[src/rtl/reorder_retire.sv]
// In-order retirement buffer for renamed destinations: records rename allocations,
// retires completed entries to the free list and walks squashed entries back on flush.
module reorder_retire #(
  parameter int unsigned VREG_WIDTH = 5,
  parameter int unsigned PREG_WIDTH = 6,
  parameter int unsigned ROB_WIDTH  = 5
) (
  input  logic                  clk,
  input  logic                  rst_n,
  input  logic                  alloc_valid_i,
  input  logic [VREG_WIDTH-1:0] alloc_vreg_i,
  input  logic [PREG_WIDTH-1:0] alloc_old_preg_i,
  input  logic [PREG_WIDTH-1:0] alloc_new_preg_i,
  output logic                  alloc_ready_o,
  output logic [ROB_WIDTH-1:0]  alloc_index_o,
  input  logic                  wb_valid_i,
  input  logic [ROB_WIDTH-1:0]  wb_index_i,
  output logic                  retire_valid_o,
  output logic [VREG_WIDTH-1:0] retire_vreg_o,
  output logic [PREG_WIDTH-1:0] retire_new_preg_o,
  output logic [PREG_WIDTH-1:0] free_preg_o,
  input  logic                  free_ready_i,
  input  logic                  flush_valid_i,
  input  logic [ROB_WIDTH-1:0]  flush_index_i,
  output logic                  restore_valid_o,
  output logic [VREG_WIDTH-1:0] restore_vreg_o,
  output logic [PREG_WIDTH-1:0] restore_old_preg_o,
  output logic [PREG_WIDTH-1:0] restore_new_preg_o,
  output logic                  busy_o
);

  localparam int unsigned Depth = 1 << ROB_WIDTH;
  localparam logic [ROB_WIDTH:0] FullCount = (ROB_WIDTH + 1)'(Depth);
  localparam logic [0:0] StIdle     = 1'b0;
  localparam logic [0:0] StRollback = 1'b1;

  logic [Depth-1:0]      valid_q, valid_d, done_q, done_d;
  logic [VREG_WIDTH-1:0] vreg_q [Depth];
  logic [VREG_WIDTH-1:0] vreg_d [Depth];
  logic [PREG_WIDTH-1:0] old_q  [Depth];
  logic [PREG_WIDTH-1:0] old_d  [Depth];
  logic [PREG_WIDTH-1:0] new_q  [Depth];
  logic [PREG_WIDTH-1:0] new_d  [Depth];
  logic [ROB_WIDTH-1:0]  head_q, head_d, tail_q, tail_d, stop_q, stop_d;
  logic [ROB_WIDTH:0]    count_q, count_d;
  logic [0:0]            state_q, state_d;

  logic                 is_idle, rolling, flush_take, alloc_fire, retire_fire;
  logic [ROB_WIDTH-1:0] tail_m1, stop_p1;

  assign is_idle = (state_q == StIdle);
  assign rolling = (state_q == StRollback);
  assign tail_m1 = tail_q - 1'b1;
  assign stop_p1 = stop_q + 1'b1;

  assign flush_take  = is_idle && flush_valid_i && (count_q != '0) && (flush_index_i != tail_m1);
  assign alloc_ready_o = is_idle && (count_q != FullCount);
  // Any flush request in IDLE drops a coincident allocation.
  assign alloc_fire  = alloc_valid_i && alloc_ready_o && !flush_valid_i;
  assign retire_fire = is_idle && !flush_take && valid_q[head_q] && done_q[head_q] && free_ready_i;

  assign alloc_index_o      = tail_q;
  assign retire_valid_o     = retire_fire;
  assign retire_vreg_o      = retire_fire ? vreg_q[head_q] : '0;
  assign retire_new_preg_o  = retire_fire ? new_q[head_q] : '0;
  assign free_preg_o        = retire_fire ? old_q[head_q] : '0;
  assign restore_valid_o    = rolling;
  assign restore_vreg_o     = rolling ? vreg_q[tail_q] : '0;
  assign restore_old_preg_o = rolling ? old_q[tail_q] : '0;
  assign restore_new_preg_o = rolling ? new_q[tail_q] : '0;
  assign busy_o             = rolling;

  always_comb begin
    valid_d = valid_q;
    done_d  = done_q;
    vreg_d  = vreg_q;
    old_d   = old_q;
    new_d   = new_q;
    head_d  = head_q;
    tail_d  = tail_q;
    stop_d  = stop_q;
    count_d = count_q;
    state_d = state_q;

    if (wb_valid_i && valid_q[wb_index_i]) begin
      done_d[wb_index_i] = 1'b1;
    end
    if (retire_fire) begin
      valid_d[head_q] = 1'b0;
      done_d[head_q]  = 1'b0;
      head_d          = head_q + 1'b1;
    end
    if (alloc_fire) begin
      valid_d[tail_q] = 1'b1;
      done_d[tail_q]  = 1'b0;
      vreg_d[tail_q]  = alloc_vreg_i;
      old_d[tail_q]   = alloc_old_preg_i;
      new_d[tail_q]   = alloc_new_preg_i;
      tail_d          = tail_q + 1'b1;
    end
    if (flush_take) begin
      tail_d  = tail_m1;
      stop_d  = flush_index_i;
      state_d = StRollback;
    end
    // tail_q points at the youngest surviving-or-not entry being walked back.
    if (rolling) begin
      valid_d[tail_q] = 1'b0;
      done_d[tail_q]  = 1'b0;
      if (tail_q == stop_p1) begin
        state_d = StIdle;
      end else begin
        tail_d = tail_m1;
      end
    end

    unique case ({alloc_fire, retire_fire || rolling})
      2'b10:   count_d = count_q + 1'b1;
      2'b01:   count_d = count_q - 1'b1;
      default: count_d = count_q;
    endcase
  end

  always_ff @(posedge clk or negedge rst_n) begin
    if (!rst_n) begin
      valid_q <= '0;
      done_q  <= '0;
      vreg_q  <= '{default: '0};
      old_q   <= '{default: '0};
      new_q   <= '{default: '0};
      head_q  <= '0;
      tail_q  <= '0;
      stop_q  <= '0;
      count_q <= '0;
      state_q <= StIdle;
    end else begin
      valid_q <= valid_d;
      done_q  <= done_d;
      vreg_q  <= vreg_d;
      old_q   <= old_d;
      new_q   <= new_d;
      head_q  <= head_d;
      tail_q  <= tail_d;
      stop_q  <= stop_d;
      count_q <= count_d;
      state_q <= state_d;
    end
  end

endmodule

[config.mk]
export PLATFORM = sky130hd
export DESIGN_NAME = reorder_retire
export DESIGN_NICKNAME = d
export VERILOG_FILES = /design/src/rtl/reorder_retire.sv
export SDC_FILE = /design/constraint.sdc
export NUM_CORES = 1
export LEC_CHECK = 0
export CAP_MARGIN = 25
export CORE_ASPECT_RATIO = 0.5
export CORE_MARGIN = 3
export CORE_UTILIZATION = 45
export CTS_CLUSTER_DIAMETER = 150
export DETAILED_ROUTE_END_ITERATION = 8
export DONT_BUFFER_PORTS = 1
export PLACE_DENSITY = 0.63
export SYNTH_ARGS = -nofsm -noshare
export SYNTH_HDL_FRONTEND = slang
export SYNTH_SLANG_ARGS = --single-unit
[constraint.sdc]
create_clock -name clk -period 5.5 [get_ports clk]
set_clock_uncertainty 0.15 [all_clocks]
set_input_delay 0.275 -clock clk [delete_from_list [all_inputs] [get_ports clk]]
set_output_delay 0.275 -clock clk [all_outputs]
set_load 0.005 [all_outputs]
==> results_dict.tcl <==
set metrics [dict create \
    status "complete, but fails checks" \
    violations "negative hold slack, max-slew violations" \
    power_mw 18.8 \
    hold_ws_ns -0.754 \
    cts_buffers 59 \
    post-cts-setup-buffers 0 \
    port_buffers 0 \
    hpwl_mm 59.0 \
    sequentialPowerShare 0.403 \
    fin_ws_ns 0.770 \
    fmax_mhz 211 \
    cts_resized 0 \
    drc 0 \
    io_pins 76 \
    yosysTopAreaCellShare 0.468 \
    wl_per_cell_um 32.3 \
    synth-xor-area-share 0.00702 \
    coreArea_um2 73600 \
    path_clk_slew_ns 0.07 \
    swShare 0.350 \
    cp-startpoint "head_q[1]" \
    synth_area_leader_cell "dfrtp_1" \
    clock_path_buffers 3 \
    critPathRequiredTime_ns 5.08 \
    r2r_cells 5 \
    yosys-top-cells-count "dfrtp_1 (630), mux2_2 (556), mux4_2 (273)" \
    synth.avg_cell_area_um2 14.1 \
    syn_inst 2391 \
    pre_cts_slack_ns 1.45 \
    yosys.area_share.simple 0.0499 \
    vias_per_cell 6.80 \
    track_usage 0.276 \
    ys.flop_type "dfrtp_1" \
    slew_viol_final 507 \
    via_count 22690 \
    synth_edf_count 0 \
    synth_nets 2436 \
    setup_violations 0 \
    area_growth_syn_to_layout_pct 9.81 \
    synth_top_family_by_area "multiplexers" \
    worstSetupEndpoint "free_preg_o[5]" \
    placementRows 70 \
    htree_levels 2 \
    clock-root-buffer "clkbuf_16" \
    p_clk_frac 0.222 \
    max_cap_viol_count 0 \
    leakagePower_nw 16.3 \
    start_kind "flip-flop" \
    r2r_start "alloc_index_o[3]" \
    dp_cells 3186 \
    final_nets 2371 \
    tns_ns 0 \
    power_density_nw_per_um2 509 \
    synth.yosys.seq_area_share 0.468 \
    p_sw_mw 6.59 \
    drt-total-wl_mm 108 \
    cts-hold-fix-buffers 36 \
    grt_max_degree 631 \
    worstPathArrival_ns 4.31 \
    synthArstFlopShare 1.00 \
    ys_types 69 \
    worst_pin_slew_ns 2.69 \
    die_h_um 199 \
    start_util 0.458 \
    hold_viol_final 630 \
    yosys_warnings 0 \
    muxShareOfSynthArea 0.373 \
    diodes 0 \
    grt_overflow_total 0 \
    dr.first_iter.drc_count 3003 \
    utilization 0.503 \
    intPower_mw 12.2 \
    drtAntennaViolNets 0 \
    cts_tree "done" \
    relSlewSlack -0.791 \
    period_minus_slack_ns 4.73 \
    final_area_um2 37000 \
    synthAdderAreaFrac 0.00446 \
    period_share 0.860 \
    synth_compound_gate_area_share 0.0658 \
    clk_latency_ns 0.65 \
    fin_cells 3339 \
    antenna_found_initial 1 \
    worstReg2RegEnd "new_q[31]" \
    first_pass_iters 6 \
    dpl_cell_area_um2 34400 \
    r2r_slack_ns 1.36 \
    die-area_um2 78400 \
    pwr-share-comb 0.376 \
    cp-end-kind "primary output" \
    synth_area_um2 33700 \
    cts.sinks 630 \
    grt_pass1_vias 22136 \
    peakVddDrop_mv 0.496 \
    ys_ff_latch 630 \
    die_w_um 393 \
    critPathKind "flip-flop to primary output" \
    place.gp.congestion 0.914 \
    grt_pass1_wl_mm 157 \
    synthTopCellsByArea "dfrtp_1 (47%), mux2_2 (19%), mux4_2 (18%)" \
    drive_above_1_share 0.436 \
    crit_fanout 64 \
    rsz0062_at_grt "no" \
    synth_most_common_cell "dfrtp_1" \
    hp-class "input pin to async pin" \
]
layout by cell type (no fill, tap or decap), drive strengths merged, types with 13 or more instances in the layout:
cell type / count
a21oi: 46
nor2: 83
mux2: 556
xor2: 13
a41oi: 19
dfrtp: 630
a211oi: 15
o21ai: 41
nor3: 44
nand3: 27
nand2: 72
inv: 20
o22ai: 82
mux4: 273
a22oi: 70
xnor2: 14
clkbuf: 94
dlygate4sd3: 34
mux2i: 15
or4: 16
buf: 58
a31oi: 18
registers in the layout, indices dropped and copies added (netlist names):
signal and cells:
alloc_index_o 5, busy_o 1, count_q 6, done_q 32, head_q 5, new_q 192
old_q 192, stop_q 5, valid_q 32, vreg_q 160
routing by layer:
metal / track usage / wire, um / up-vias
met1: 0.413 / 47400 / 12140
met5: 0 / 13 / -
met4: 0.0866 / 3440 / 2
met2: 0.392 / 45800 / 1184
met3: 0.0724 / 11400 / 218
li1: - / - / 9146
cells by family (layout without fill, tap and decap cells):
| family | after synthesis | after routing |
|---|---|---|
| compound gates | 327 | 327 |
| xor+xnor | 27 | 27 |
| fa+ha+maj | 12 | 12 |
| buf+inv | 244 | 220 |
| flops | 630 | 630 |
| mux | 844 | 844 |
| simple gates | 307 | 307 |
final cells by class:
class                      instances  area (um^2)
fill                            6210        36600
multi-input combinational       1517        16900
sequential                       630        15800
clock buffer                      91         1740
tap                              972         1220
timing repair buffer              95         1130
clock inverter                    11          170
inverter                          23         86.3
worst max-delay path: stages, from the launching register on:
cell and delay, ns:
dfrtp_4 0.60, buf_4 0.67, buf_4 0.94, mux4_2 0.38, o22ai_1 0.08, or4_1 0.60
nor2_1 0.25
worst min path at each step:
stage / start / to / slack, ns / cells after the start
2_1_floorplan: rst_n / alloc_index_o[0] / -0.17 / 0
3_3_place_gp: rst_n / done_q[29] / -0.11 / 0
3_5_place_dp: rst_n / done_q[29] / -0.10 / 0
4_1_cts: rst_n / done_q[29] / -0.79 / 0
5_1_grt: rst_n / done_q[29] / -0.78 / 0
6_report: rst_n / done_q[29] / -0.75 / 0
power groups by stage:
stage	clock network [mW]	logic (mW)	registers, mW
4_1_cts	4.22	7.02	7.52
3_5_place_dp	0	6.92	7.60
5_1_grt	4.42	7.50	7.78
6_report	4.18	7.07	7.58
2_1_floorplan	0	5.63	7.04
3_3_place_gp	0	6.83	7.50
Power figures use the tool's default switching activity.
